[src/rtl/mac_sched.sv]
// mac_sched: backscatter MAC scheduler. Accepts addressed downlink commands,
// waits a randomised slotted backoff, sends a head preamble followed by the
// latched scheme word MSB first, then listens for an ack. A missing ack
// triggers a retry with a binary-exponentially growing backoff window.
module mac_sched #(
  parameter int                SCHEME_W  = 48,
  parameter int                FLAG_W    = 8,
  parameter logic [FLAG_W-1:0] MY_FLAG   = 8'h01,
  parameter int                RAND_W    = 24,
  parameter int                SLOT_W    = 4,
  parameter int                SLOT_LEN  = 1024,
  parameter int                HEAD_LEN  = 16,
  parameter int                BIT_LEN   = 64,
  parameter int                ACK_TO    = 4096,
  parameter int                MAX_RETRY = 3
) (
  input  logic                           clock,
  input  logic                           reset,
  input  logic                           frame_valid,
  input  logic [1:0]                     ord,
  input  logic [FLAG_W-1:0]              cur_flag,
  input  logic [SCHEME_W-1:0]            cur_scheme,
  input  logic [RAND_W-1:0]              cur_rand,
  output logic                           sending,
  output logic                           head,
  output logic                           datacmd,
  output logic                           working,
  output logic                           done,
  output logic                           fail,
  output logic [$clog2(MAX_RETRY+1)-1:0] retry_cnt
);

  localparam int RTY_W       = $clog2(MAX_RETRY + 1);
  localparam int BACKOFF_MAX = SLOT_LEN * ((1 << SLOT_W) - 1);
  localparam int MAX_A       = (BACKOFF_MAX > ACK_TO) ? BACKOFF_MAX : ACK_TO;
  localparam int MAX_B       = (HEAD_LEN > BIT_LEN) ? HEAD_LEN : BIT_LEN;
  localparam int CNT_MAX     = (MAX_A > MAX_B) ? MAX_A : MAX_B;
  localparam int CNT_W       = $clog2(CNT_MAX + 1);
  localparam int BIT_W       = (SCHEME_W > 1) ? $clog2(SCHEME_W) : 1;

  localparam logic [CNT_W-1:0] HEAD_LOAD = CNT_W'(HEAD_LEN - 1);
  localparam logic [CNT_W-1:0] BIT_LOAD  = CNT_W'(BIT_LEN - 1);
  localparam logic [CNT_W-1:0] ACK_LOAD  = CNT_W'(ACK_TO - 1);
  localparam logic [BIT_W-1:0] LAST_BIT  = BIT_W'(SCHEME_W - 1);
  localparam logic [RTY_W-1:0] RTY_MAX   = RTY_W'(MAX_RETRY);

  typedef enum logic [2:0] {
    S_IDLE     = 3'd0,
    S_BACKOFF  = 3'd1,
    S_HEAD     = 3'd2,
    S_DATA     = 3'd3,
    S_WAIT_ACK = 3'd4
  } state_t;

  state_t               state_reg, state_next;
  logic [CNT_W-1:0]     cnt_reg, cnt_next;
  logic [BIT_W-1:0]     bit_reg, bit_next;
  logic [RTY_W-1:0]     retry_reg, retry_next;
  logic [SCHEME_W-1:0]  scheme_reg, scheme_next;
  logic [SCHEME_W-1:0]  shift_reg, shift_next;

  logic sending_reg, sending_next;
  logic head_reg, head_next;
  logic datacmd_reg, datacmd_next;
  logic working_reg, working_next;
  logic done_reg, done_next;
  logic fail_reg, fail_next;

  // Command decode: own address or broadcast (all ones)
  logic addr_match, query_hit, ack_hit, stop_hit;
  assign addr_match = frame_valid && ((cur_flag == MY_FLAG) || (&cur_flag));
  assign query_hit  = addr_match && (ord == 2'd1);
  assign ack_hit    = addr_match && (ord == 2'd2);
  assign stop_hit   = addr_match && (ord == 2'd3);

  // Attempt index the next backoff is drawn for: 0 on a fresh query,
  // retry_cnt+1 when a timeout schedules a retransmission.
  logic [RTY_W:0]      win_retry;
  logic [SLOT_W-1:0]   slot_mask;
  logic [SLOT_W-1:0]   slots;
  logic [CNT_W-1:0]    backoff_load;

  assign win_retry = (state_reg == S_WAIT_ACK) ? ({1'b0, retry_reg} + (RTY_W+1)'(1))
                                               : '0;

  genvar gi;
  generate
    for (gi = 0; gi < SLOT_W; gi++) begin : g_mask
      // Window has min(1+attempt, SLOT_W) bits, so bit gi opens once attempt >= gi
      assign slot_mask[gi] = (32'(win_retry) >= 32'(gi));
    end
    if (RAND_W > SLOT_W) begin : g_unused
      logic unused_rand;
      assign unused_rand = ^cur_rand[RAND_W-1:SLOT_W];
    end
  endgenerate

  assign slots        = cur_rand[SLOT_W-1:0] & slot_mask;
  // Counter runs load..0 inclusive, so load is one less than the cycle count
  assign backoff_load = CNT_W'(slots) * CNT_W'(SLOT_LEN) - CNT_W'(1);

  // State and datapath registers
  always_ff @(posedge clock or posedge reset) begin
    if (reset) begin
      state_reg  <= S_IDLE;
      cnt_reg    <= '0;
      bit_reg    <= '0;
      retry_reg  <= '0;
      scheme_reg <= '0;
      shift_reg  <= '0;
    end else begin
      state_reg  <= state_next;
      cnt_reg    <= cnt_next;
      bit_reg    <= bit_next;
      retry_reg  <= retry_next;
      scheme_reg <= scheme_next;
      shift_reg  <= shift_next;
    end
  end

  // Next-state and counter logic; stop overrides everything else
  always_comb begin
    state_next  = state_reg;
    cnt_next    = cnt_reg;
    bit_next    = bit_reg;
    retry_next  = retry_reg;
    scheme_next = scheme_reg;
    shift_next  = shift_reg;
    if (stop_hit) begin
      state_next = S_IDLE;
      cnt_next   = '0;
      bit_next   = '0;
      retry_next = '0;
    end else begin
      case (state_reg)
        S_IDLE: begin
          if (query_hit) begin
            scheme_next = cur_scheme;
            shift_next  = cur_scheme;
            retry_next  = '0;
            bit_next    = '0;
            if (slots == '0) begin
              state_next = S_HEAD;
              cnt_next   = HEAD_LOAD;
            end else begin
              state_next = S_BACKOFF;
              cnt_next   = backoff_load;
            end
          end
        end
        S_BACKOFF: begin
          if (cnt_reg == '0) begin
            state_next = S_HEAD;
            cnt_next   = HEAD_LOAD;
          end else begin
            cnt_next = cnt_reg - CNT_W'(1);
          end
        end
        S_HEAD: begin
          if (cnt_reg == '0) begin
            state_next = S_DATA;
            cnt_next   = BIT_LOAD;
            bit_next   = '0;
            // Retries resend the latched word, so restore the shifter here
            shift_next = scheme_reg;
          end else begin
            cnt_next = cnt_reg - CNT_W'(1);
          end
        end
        S_DATA: begin
          if (cnt_reg == '0) begin
            if (bit_reg == LAST_BIT) begin
              state_next = S_WAIT_ACK;
              cnt_next   = ACK_LOAD;
              bit_next   = '0;
            end else begin
              shift_next = {shift_reg[SCHEME_W-2:0], 1'b0};
              bit_next   = bit_reg + BIT_W'(1);
              cnt_next   = BIT_LOAD;
            end
          end else begin
            cnt_next = cnt_reg - CNT_W'(1);
          end
        end
        S_WAIT_ACK: begin
          if (ack_hit) begin
            state_next = S_IDLE;
            cnt_next   = '0;
            retry_next = '0;
          end else if (cnt_reg == '0) begin
            if (retry_reg == RTY_MAX) begin
              state_next = S_IDLE;
              retry_next = '0;
            end else begin
              retry_next = retry_reg + RTY_W'(1);
              if (slots == '0) begin
                state_next = S_HEAD;
                cnt_next   = HEAD_LOAD;
              end else begin
                state_next = S_BACKOFF;
                cnt_next   = backoff_load;
              end
            end
          end else begin
            cnt_next = cnt_reg - CNT_W'(1);
          end
        end
        default: begin
          state_next = S_IDLE;
          cnt_next   = '0;
        end
      endcase
    end
  end

  // Output decode from the upcoming state so every output is a flop
  always_comb begin
    sending_next = (state_next == S_HEAD) || (state_next == S_DATA);
    head_next    = (state_next == S_HEAD);
    datacmd_next = (state_next == S_DATA) && shift_next[SCHEME_W-1];
    working_next = (state_next == S_IDLE) || (state_next == S_WAIT_ACK);
    done_next    = (state_reg == S_WAIT_ACK) && ack_hit && !stop_hit;
    fail_next    = (state_reg == S_WAIT_ACK) && !ack_hit && !stop_hit &&
                   (cnt_reg == '0) && (retry_reg == RTY_MAX);
  end

  // Output registers; listening is the idle default
  always_ff @(posedge clock or posedge reset) begin
    if (reset) begin
      sending_reg <= 1'b0;
      head_reg    <= 1'b0;
      datacmd_reg <= 1'b0;
      working_reg <= 1'b1;
      done_reg    <= 1'b0;
      fail_reg    <= 1'b0;
    end else begin
      sending_reg <= sending_next;
      head_reg    <= head_next;
      datacmd_reg <= datacmd_next;
      working_reg <= working_next;
      done_reg    <= done_next;
      fail_reg    <= fail_next;
    end
  end

  assign sending   = sending_reg;
  assign head      = head_reg;
  assign datacmd   = datacmd_reg;
  assign working   = working_reg;
  assign done      = done_reg;
  assign fail      = fail_reg;
  assign retry_cnt = retry_reg;

endmodule

[config.mk]
export PLATFORM = sky130hd
export DESIGN_NAME = mac_sched
export DESIGN_NICKNAME = d
export VERILOG_FILES = /design/src/rtl/mac_sched.sv
export SDC_FILE = /design/constraint.sdc
export NUM_CORES = 1
export LEC_CHECK = 0
export CORE_ASPECT_RATIO = 1.25
export CORE_MARGIN = 5
export CORE_UTILIZATION = 55
export CTS_CLUSTER_SIZE = 16
export DETAILED_ROUTE_END_ITERATION = 6
export PLACE_DENSITY = 0.93
export SYNTH_ARGS = -nofsm -noshare
export SYNTH_HDL_FRONTEND = slang
export SYNTH_SLANG_ARGS = --single-unit
[constraint.sdc]
create_clock -name clock -period 7.78 [get_ports clock]
set_input_delay 1.556 -clock clock [delete_from_list [all_inputs] [get_ports clock]]
set_output_delay 1.556 -clock clock [all_outputs]
set_load 0.02 [all_outputs]
==> metrics, run 1 <==
Mean Syn Cell Area 8.818 um^2; final worst setup slack 3.492 ns; metal3 WL 1382 um; Place WS 3.061 ns; Setup Skew 0.009869 ns; Tcrit/Tclk final 0.5512; input/output buffers 72; WL final 17010 um; Worst Tran Pin Value 1.231 ns; pin count of the biggest net entering global routing 97; synth unique cells 62; routed length on met2 9059 um; M1 WL 6109 um; Syn Nets 805; critical path's slowest cell buf_4; ys async rst share 1.000; failing checks design-rule violations; H-tree depth 4; Post-CTS Hold Buffers 0; Worst path max stage delay 0.74 ns; DR pass1 iterations 7; #FFs+latches synth 127; final number of setup-violating endpoints 0; Worst Path Required 8.08 ns; crit path DAT 4.59 ns; buffers plus inverters on the worst setup path 2; first-pass GRT wire length 27920 um; CTS Buffer Depth 2; RSZ-0062 raised after global routing no; CTS root buf clkbuf_16; Starting Density 0.5642; gr usage total 0.2508; warnings from Yosys 0; die area 13740 um^2; IO Pins 93; Fin. Hold Viols 0; CP Class primary input to register; CP top delay family buffers and inverters; peak supply drop 0.0002018 V; Row Count 43; most frequent cells in the layout nand2_1, dfrtp_1, nor2_1; CP endpoint kind register; TritonCTS clock tree done; TritonCTS Buffers 17; die height 129.8 um; commonest non-fill, non-tap cell in the layout nand2_1; layout cells sized above 1 0.07465; layout net count 853; critical-path cell list clkdlybuf4s50_1 > nor4_1 > and2_1 > o2111ai_1 > a2111oi_4 > buf_4 > nand2b_1 > a31oi_1 > and3b_1; vias 5978; initial antenna violation count 0; status finished, violations left; clock sinks 127; max-slew violations 0; DRC viols 13; Crit Path Max Fanout 95; top layer in use met4; mapped cell area 6314 um^2; Final Critical Period 4.288 ns; Max-Cap Viols 0; Finished Layout Cells 912; routability cong. 0.9241; Hold Slack 0.4764 ns; Fmax 0.2332 GHz; Setup TNS 0 ns; hpwl dp 10470 um; relative slew slack 0.1775; PwrDens 270.6 nW/um^2; Gate Count Post-Synth 716; LEAKAGE 3.439 nW; EDFF count, synth 0; Die X-Extent 105.8 um; area growth from synthesis to layout 21.17%; Ant. Diodes 0; Post-CTS Resized 0; worst skew pair latency 0.42 ns; vias in the first global route 5927; routed length per instance 18.65 um; Critical Path Start Type primary input; Starting DRT DRC Count 821; dpl cells 880; clock slew seen by the registers of the worst setup and hold paths 0.06 ns; Overflow after GRT 0; worst hold path class register to register; routed vias/inst 6.555; Core Box Area 11190 um^2; final antenna-violating net count 0; Seq/Total Area, Yosys 0.5036; ys flop type dfrtp_1; postcts setup bufs 0
[metrics by stage]
step	utilization	area (um^2)	total power [W]
6_report	0.6836	7650	0.002070
3_5_place_dp	0.6295	7044	0.001249
2_1_floorplan	-	6314	0.001113
4_1_cts	0.6836	7650	0.002069
3_3_place_gp	0.6295	7044	0.001209
5_1_grt	0.6836	7650	0.002161
[layout make-up]
class / count / area [um^2]
Multi-Input combinational cell: 528 / 2887
Clock inverter: 13 / 162.7
Timing Repair Buffer: 77 / 758.2
Inverter: 13 / 51.30
Tap cell: 135 / 168.9
Fill cell: 830 / 3541
Clock buffer: 19 / 442.9
Sequential cell: 127 / 3179
[layer usage]
metal / vias up / GRT usage
met1: 2895 / 0.2905
met3: 56 / 0.06086
met2: 361 / 0.4546
met4: 0 / 0.09070
met5: - / 0
li1: 2666 / -
[power by group]
group          internal [W]  switching [W]
Sequential         0.000784       0.000111
Clock              0.000513       0.000298
Combinational      0.000161       0.000203
Total               0.00146       0.000612
[final timing paths]
check                                   start             end  slack [ns]  depth (start not counted)
max in group asynchronous               reset    state_reg[2]        4.77                          3
worst min-delay path            scheme_reg[1]   scheme_reg[1]        0.48                          2
worst max register to register     cnt_reg[0]         datacmd        4.18                         10
min in group asynchronous               reset  scheme_reg[35]        1.55                          2
worst max-delay path              cur_flag[5]         datacmd        3.49                          9
worst min register to register  scheme_reg[1]   scheme_reg[1]        0.48                          2
[cells in the mapped netlist (4+ instances only)]
cell	instances	share of area
a211oi_1	4	0.0048
nand4_1	4	0.0040
ha_1	4	0.0079
a31oi_1	10	0.0099
nor2b_1	4	0.0040
nor2_1	95	0.056
clkbuf_1	23	0.014
buf_2	19	0.015
nand2_1	172	0.10
inv_1	13	0.0077
or2_2	4	0.0040
nor3_1	10	0.0079
dfrtp_1	126	0.50
nor4_1	5	0.0050
a21oi_1	65	0.052
nand2b_1	7	0.0069
and2_1	4	0.0040
o21ai_0	20	0.016
nand3_1	11	0.0087
and3_1	4	0.0040
o22ai_1	9	0.0089
a222oi_1	46	0.073
or3_1	5	0.0050
[worst reg2reg max path: cells and delay by family, from the launching register on]
| kind | cells | cell delay [ns] |
|---|---|---|
| AND/OR/NAND/NOR | 5 | 1.56 |
| buffers and inverters | 2 | 0.82 |
| flip-flops | 1 | 0.39 |
| adder cells (fa/ha/maj) | 1 | 0.26 |
| AO/OA/AOI/OAI | 2 | 0.45 |
[kinds of logic after synthesis]
family / count (synthesis) / share of synthesized area
simple gates: 338 / 0.2332
compound gates: 182 / 0.2047
flops: 127 / 0.5036
buf+inv: 61 / 0.04419
fa+ha+maj: 4 / 0.007927
mux: 3 / 0.004954
xor+xnor: 1 / 0.001387
Note: power is estimated with default switching activity, not from simulation.
==> inputs of run 2 (changes only) <==
==> constraint.sdc (replaced) <==
create_clock -name clock -period 4.2 [get_ports clock]
set_input_delay 0.84 -clock clock [delete_from_list [all_inputs] [get_ports clock]]
set_output_delay 0.84 -clock clock [all_outputs]
set_load 0.02 [all_outputs]
==> run 2 against run 1 <==
  * The run still ends with design-rule violations left
  * Via count is 1.4% lower
  * Routed wire length down 0.91%
  * Non-clock buffer count is 4 higher
  * Sequential share of layout area fell by 0.44 points
  * Flip-flop and latch count unchanged
  * Global-route usage grew 0.17 points
  * Total power grew 87%
  * Critical endpoint is now cnt_reg[6]
==> metrics, run 2 (synthesized netlist as in run 1, its figures left out) <==
commonest non-fill, non-tap cell in the layout nand2_1; crit path DAT 3.41 ns; sw power 0.001155 W; routability cong. 0.9033; Clk network pwr share 0.399; die height 129.8 um; Worst Path Required 4.50 ns; clock slew seen by the registers of the worst setup and hold paths 0.06 ns; vias in the first global route 5793; RSZ-0062 raised after global routing no; max-slew violations 0; final number of setup-violating endpoints 0; Die X-Extent 105.8 um; critical-path cell list nor3b_2 > o311ai_0 > ha_1 > o31ai_2 > a31oi_1 > nor2_1 > nand2_1 > o311ai_1; layout net count 857; Setup TNS 0 ns; H-tree depth 4; CP endpoint kind register; Int Pwr 0.002714 W; postcts setup bufs 0; Critical Path Start Type register; Max-Cap Viols 0; final worst setup slack 1.095 ns; sequential power share 0.426; pin count of the biggest net entering global routing 95; IO Pins 93; routed length per instance 18.40 um; final antenna-violating net count 0; most frequent cells in the layout nand2_1, dfrtp_1, nor2_1; Place WS 0.8600 ns; Fin. Hold Viols 0; CP top delay family compound AO/OA/AOI/OAI gates; Switching Share 0.2985; status finished, violations left; Overflow after GRT 0; first-pass GRT wire length 28100 um; buffers plus inverters on the worst setup path 0; Final Critical Period 3.105 ns; Setup Skew 0.008092 ns; DRC viols 1; PwrDens 500.4 nW/um^2; Starting DRT DRC Count 820; die area 13740 um^2; failing checks design-rule violations; peak supply drop 0.0003742 V; critical path's slowest cell dfrtp_1; Crit Path Max Fanout 17; area growth from synthesis to layout 22.47%; Post-CTS Hold Buffers 0; Ant. Diodes 0; gr usage total 0.2525; clock sinks 127; CTS Buffer Depth 2; initial antenna violation count 0; Post-CTS Resized 0; input/output buffers 72; layout cells sized above 1 0.08067; Fmax 0.3221 GHz; vias 5897; Comb pwr share 0.175; Worst Tran Pin Value 0.7198 ns; WL final 16850 um; DR pass1 iterations 7; Tcrit/Tclk final 0.7393; Worst path max stage delay 0.71 ns; relative slew slack 0.5151; TritonCTS Buffers 17; Row Count 43; hpwl dp 10170 um; CTS root buf clkbuf_16; worst hold path class register to register; routed vias/inst 6.438; worst skew pair latency 0.42 ns; LEAKAGE 3.449 nW; CP Class register to register; Core Box Area 11190 um^2; TritonCTS clock tree done; Starting Density 0.5642
run 2: cell count changes in the layout (fill, tap and decap cells not counted), sizes merged:
cell,previous run,this run
buf,5,9
clkinvlp,0,6
clkbuf,19,18
inv,14,16
clkinv,9,2
run 2: area by class of cell:
class,instances,area (um^2)
clock buffer,18,439.2
clock inverter,14,180.2
fill,798,3458
inverter,13,52.55
multi-input combinational,528,2887
sequential,127,3179
tap,135,168.9
timing repair buffer,81,825.8
run 2: power groups by stage:
stage	Sequential [W]	Combinational, W	Clock (W)
floorplan	0.00161	0.000452	0
finish	0.00165	0.000676	0.00154
detailed placement	0.00165	0.000652	0
global placement	0.00163	0.000610	0
global route	0.00167	0.000757	0.00161
CTS	0.00164	0.000673	0.00155
run 2: metrics by stage:
stage               std cells    util  cell area, um^2  power, W  hold WS [ns]
floorplan                 716       -             6317  0.002062        0.4446
global placement          884  0.6356             7113  0.002244        0.4555
detailed placement        884  0.6356             7113  0.002306        0.4614
CTS                       916  0.6910             7732  0.003866        0.4764
global route              916  0.6910             7732  0.004040        0.4945
finish                    916  0.6910             7732  0.003870        0.4781
run 2: final timing paths:
kind	startpoint	to	slack (ns)	depth (start not counted)
setup / recovery	state_reg[2]	cnt_reg[6]	1.10	8
hold / removal	scheme_reg[12]	scheme_reg[12]	0.48	2
setup reg to reg	state_reg[2]	cnt_reg[6]	1.10	8
hold reg to reg	scheme_reg[12]	scheme_reg[12]	0.48	2
max in group asynchronous	reset	scheme_reg[21]	2.79	3
min in group asynchronous	reset	shift_reg[47]	0.89	3
run 2: tightest hold or removal path, cell delays in order, from the launching register on:
cell and delay [ns]:
dfrtp_1 0.34, nand2_1 0.05, nand2_1 0.06
run 2: per-layer routing:
layer / GRT usage / share of wire
met1: 0.3094 / 0.38
met2: 0.4291 / 0.52
met3: 0.06136 / 0.074
met4: 0.1098 / 0.029
met5: 0 / 0
